File: config.mk
export PLATFORM = sky130hd
export DESIGN_NAME = output_delta_buffer
export DESIGN_NICKNAME = d
export VERILOG_FILES = /design/src/rtl/output_delta_buffer.sv
export SDC_FILE = /design/constraint.sdc
export NUM_CORES = 1
export LEC_CHECK = 0
export CAP_MARGIN = 10
export CORE_ASPECT_RATIO = 2
export CORE_MARGIN = 2
export CORE_UTILIZATION = 46
export DETAILED_ROUTE_END_ITERATION = 10
export GPL_ROUTABILITY_DRIVEN = 1
export PLACE_DENSITY_LB_ADDON = 0.05
export SYNTH_ARGS = -nofsm -noshare
export SYNTH_HDL_FRONTEND = slang
export SYNTH_SLANG_ARGS = --single-unit
File: constraint.sdc
create_clock -name clk -period 12.4 [get_ports clk]
set_input_delay 1.24 -clock clk [delete_from_list [all_inputs] [get_ports clk]]
set_output_delay 1.24 -clock clk [all_outputs]
set_load 0.02 [all_outputs]
File: src/rtl/output_delta_buffer.sv
// Output-layer delta generator: computes del = (a - y) * adot per lane in fixed point,
// buffers one full layer of beats, then streams them back out in arrival order.
module output_delta_buffer #(
   parameter int n         = 8,
   parameter int z         = 8,
   parameter int fi        = 4,
   parameter int width     = 16,
   parameter int int_bits  = 5,
   parameter int frac_bits = 10
) (
   input  logic                      clk,
   input  logic                      reset,
   input  logic                      in_valid,
   output logic                      in_ready,
   input  logic [width*(z/fi)-1:0]   act_in_package,
   input  logic [width*(z/fi)-1:0]   adot_in_package,
   input  logic [(z/fi)-1:0]         ideal_in,
   output logic                      out_valid,
   input  logic                      out_ready,
   output logic [width*(z/fi)-1:0]   del_out_package,
   output logic                      out_last,
   output logic                      busy
);

   localparam int P  = z / fi;
   localparam int B  = n / P;
   localparam int CW = (B > 1) ? $clog2(B) : 1;
   localparam logic [CW-1:0] LAST = CW'(B - 1);

   localparam logic signed [width:0] ONE  = (width+1)'(1) << frac_bits;
   localparam logic signed [width:0] ZERO = '0;
   localparam logic signed [2*width+1:0] SMAX = {{(width+3){1'b0}}, {(width-1){1'b1}}};
   localparam logic signed [2*width+1:0] SMIN = {{(width+3){1'b1}}, {(width-1){1'b0}}};
   localparam logic [width-1:0] MAXV = {1'b0, {(width-1){1'b1}}};
   localparam logic [width-1:0] MINV = {1'b1, {(width-1){1'b0}}};

   if (width != 1 + int_bits + frac_bits) begin : g_bad_fmt
      $error("width must equal 1 + int_bits + frac_bits");
   end
   if (n % P != 0) begin : g_bad_n
      $error("n must be a multiple of z/fi");
   end

   typedef enum logic {FILL, DRAIN} state_t;

   state_t                 state_q, state_d;
   logic [CW-1:0]          wr_q, wr_d;
   logic [CW-1:0]          rd_q, rd_d;
   logic                   wr_en;
   logic [P-1:0][width-1:0] lane_del;
   logic [width*P-1:0]     buf_q [B];

   // Per-lane datapath: floor shift of the full product, then clamp to the word range.
   for (genvar k = 0; k < P; k++) begin : g_lane
      logic signed [width:0]       diff;
      logic signed [2*width+1:0]   prod;
      logic signed [2*width+1:0]   q;

      assign diff = $signed({1'b0, act_in_package[width*k +: width]}) - (ideal_in[k] ? ONE : ZERO);
      assign prod = diff * $signed({1'b0, adot_in_package[width*k +: width]});
      assign q    = prod >>> frac_bits;
      assign lane_del[k] = (q > SMAX) ? MAXV :
                           (q < SMIN) ? MINV : q[width-1:0];
   end

   always_ff @(posedge clk) begin
      if (reset) begin
         state_q <= FILL;
         wr_q    <= '0;
         rd_q    <= '0;
      end else begin
         state_q <= state_d;
         wr_q    <= wr_d;
         rd_q    <= rd_d;
      end
   end

   // Buffer contents need no reset; the counters alone decide what is valid.
   always_ff @(posedge clk) begin
      if (wr_en) buf_q[wr_q] <= lane_del;
   end

   always_comb begin
      state_d         = state_q;
      wr_d            = wr_q;
      rd_d            = rd_q;
      wr_en           = 1'b0;
      in_ready        = 1'b0;
      out_valid       = 1'b0;
      out_last        = 1'b0;
      busy            = 1'b0;
      del_out_package = '0;
      case (state_q)
         FILL: begin
            in_ready = 1'b1;
            if (in_valid) begin
               wr_en = 1'b1;
               if (wr_q == LAST) begin
                  wr_d    = '0;
                  state_d = DRAIN;
               end else begin
                  wr_d = wr_q + 1'b1;
               end
            end
         end
         DRAIN: begin
            busy            = 1'b1;
            out_valid       = 1'b1;
            del_out_package = buf_q[rd_q];
            out_last        = (rd_q == LAST);
            if (out_ready) begin
               if (rd_q == LAST) begin
                  rd_d    = '0;
                  state_d = FILL;
               end else begin
                  rd_d = rd_q + 1'b1;
               end
            end
         end
         default: state_d = FILL;
      endcase
   end

endmodule

==> results.toml <==
[worst_setup_path]
arrival_ns = 9.76
cp.required_ns = 12.59
crit_type = "in -> reg"
startpoint_type = "primary input"
cp_max_fo = 16
critPathCaptureType = "flop"

[timing]
finalCritPeriodShare_pct = 77.1
drv_slew = 0
fmax_mhz = 105
maxSlewHeadroom_pct = 27.8
setup_viol_count_final = 0
setup-tns-final_ns = 0
grt_setup_unrepaired = "no"
max_slew.worst_pin.slew_ns = 1.08
hold_viol_final = 0
min_period_ns = 9.56
skew_ns = 0.00835

[logic_synthesis]
synth_ff_type = "edfxtp_1"
synth.distinct_cells = 69
yosysMostFrequentCell = "inv_1"
syn_area_um2 = 26800
syn_inst = 2719
yosysTopAreaCell = "fa_1"
synth.top_cell.area_share_pct = 41.4
synth_edf_count = 128
synth_common_cells = "741 x inv_1, 554 x fa_1, 305 x nand2_1"
synth-seq-cells = 135
yosysWarnings = 0
yosysSeqAreaShare_pct = 14.9
async_reset_ff_share_pct = 0
syn_area_per_cell_um2 = 9.85
yosys-top-cells-area = "fa_1 41%, edfxtp_1 14%, inv_1 10%, ha_1 8.4%, and2_1 5.7%"
synth_fp_nets = 3522

[cts]
clk-insertion-delay-late_ns = 0.41
cts_resized = 0
cts_made_buffers = 17
post_cts_buffers = 0
clk_pin_slew_worst_paths_ns = 0.06
clock_path_buffers = 2
cts.sinks = 135
htree_levels = 4
clock-root-buffer = "clkbuf_16"
hold_buffers = 0
cts_tree = "done"

[floorplanning]
rows = 125
die_width_um = 175
dieArea_um2 = 60300
fp.dieH_um = 345
core_um2 = 57900
start_util_pct = 46.3
ios = 106

[global_route]
grt_pass1_wl_mm = 115
antenna_found_initial = 0
gr-usage-met3_pct = 1.86
grt_util_met1_pct = 22.6
grt_pass1_vias = 21400
busiest_layer = "met2"
grt_usage_pct = 25.1
grt_max_degree = 33
met2_usage_pct = 51.9
overflow = 0

[final_layout]
fin_nets = 3586
syn_to_final_growth_pct = 9.39
drive_gt1_share_pct = 4.47
antenna_cells = 0

[place]
portBuffers = 105
hpwl_mm = 60.5
gp_congestion = 0.957

[detailed_routing]
totalWireLength_mm = 71.8
wl_per_cell_um = 20.2
vias = 18500
ant_nets = 0
viasPerCell = 5.19
drt_iter0_drc = 516
first_pass_iters = 5
drc = 0

[run_status]
outcome = "finished, final reports clean"

[run]
max-cap-violations = 0

[min_path]
min_path_type = "reg -> reg"
==> path summary, 6_finish.rpt <==
| check | from | to | slack, ns | cells after the start |
|---|---|---|---|---|
| worst max-delay path | act_in_package[10] | buf_q[2][8] | 2.84 | 24 |
| worst min-delay path | rd_q[1] | rd_q[1] | 0.51 | 2 |
| worst max register to register | state_q | buf_q[3][10] | 9.86 | 3 |
| worst min register to register | rd_q[1] | rd_q[1] | 0.51 | 2 |
==> state kept, by name (all words and copies together) (netlist names), named ones only <==
name,flops
wr_q,2
state_q,1
buf_q,128
rd_q,2
==> worst max-delay path: stages <==
cell and delay, ns:
clkdlybuf4s50_1 0.45, inv_1 0.04, ha_1 0.19, ha_1 0.54, nand2b_1 0.30, fa_1 0.55, inv_1 0.06, fa_1 0.50
fa_1 0.52, inv_1 0.05, fa_1 0.55, fa_1 0.44, fa_1 0.58, inv_1 0.07, ha_1 0.38, a21oi_1 0.23
o21ai_1 0.17, a311oi_1 0.51, nor3_1 0.22, o31ai_1 0.51, nor2b_1 0.22, xnor2_1 0.28, a41oi_2 0.65, a31oi_1 0.50
==> per-stage QoR <==
step	util (%)	area [µm²]	worst slack, ns	hold WS, ns	cells
after floorplan	-	26800	4.09	0.447	2719
after global placement	49.5	28700	2.45	0.466	3526
after detailed placement	49.5	28700	2.40	0.484	3526
after CTS	50.6	29300	2.79	0.493	3557
after global routing	50.6	29300	2.22	0.516	3557
final	50.6	29300	2.84	0.513	3557
==> cells in the final DEF, fill, tap and decap left out, types with 32 or more instances in the layout <==
cell	n
a21oi_1	57
and2_1	245
clkdlybuf4s50_1	105
edfxtp_1	128
fa_1	554
ha_1	179
inv_1	741
mux4_2	32
nand2_1	305
nand2b_1	48
xnor2_1	37
==> logic make-up after synthesis <==
logic type,share of synthesized area (%)
adders and majority gates,49.8
and+or+nand+nor,13.7
AOI/OAI and AO/OA,5.17
xor gates and xnor gates,1.96
buffers and inverters,11.7
DFF,14.9
muxes,2.77
==> final cells by class <==
class                           instances  area, µm²
Inverter                              742       2790
Clock inverter                         13        195
Multi-Input combinational cell       1752      19700
Timing Repair Buffer                  135       1280
Sequential cell                       135       3990
Fill cell                            5492      28600
Tap cell                              762        953
Clock buffer                           18        429
==> per-layer routing <==
layer / routed length (µm) / part of all wire [%]
met5: 0 / 0
met4: 5710 / 8.0
met3: 1490 / 2.1
met2: 42600 / 59
met1: 22000 / 31
Power is not shown: default switching activity piles up to over one toggle a cycle in this logic, so the estimate is an artifact.
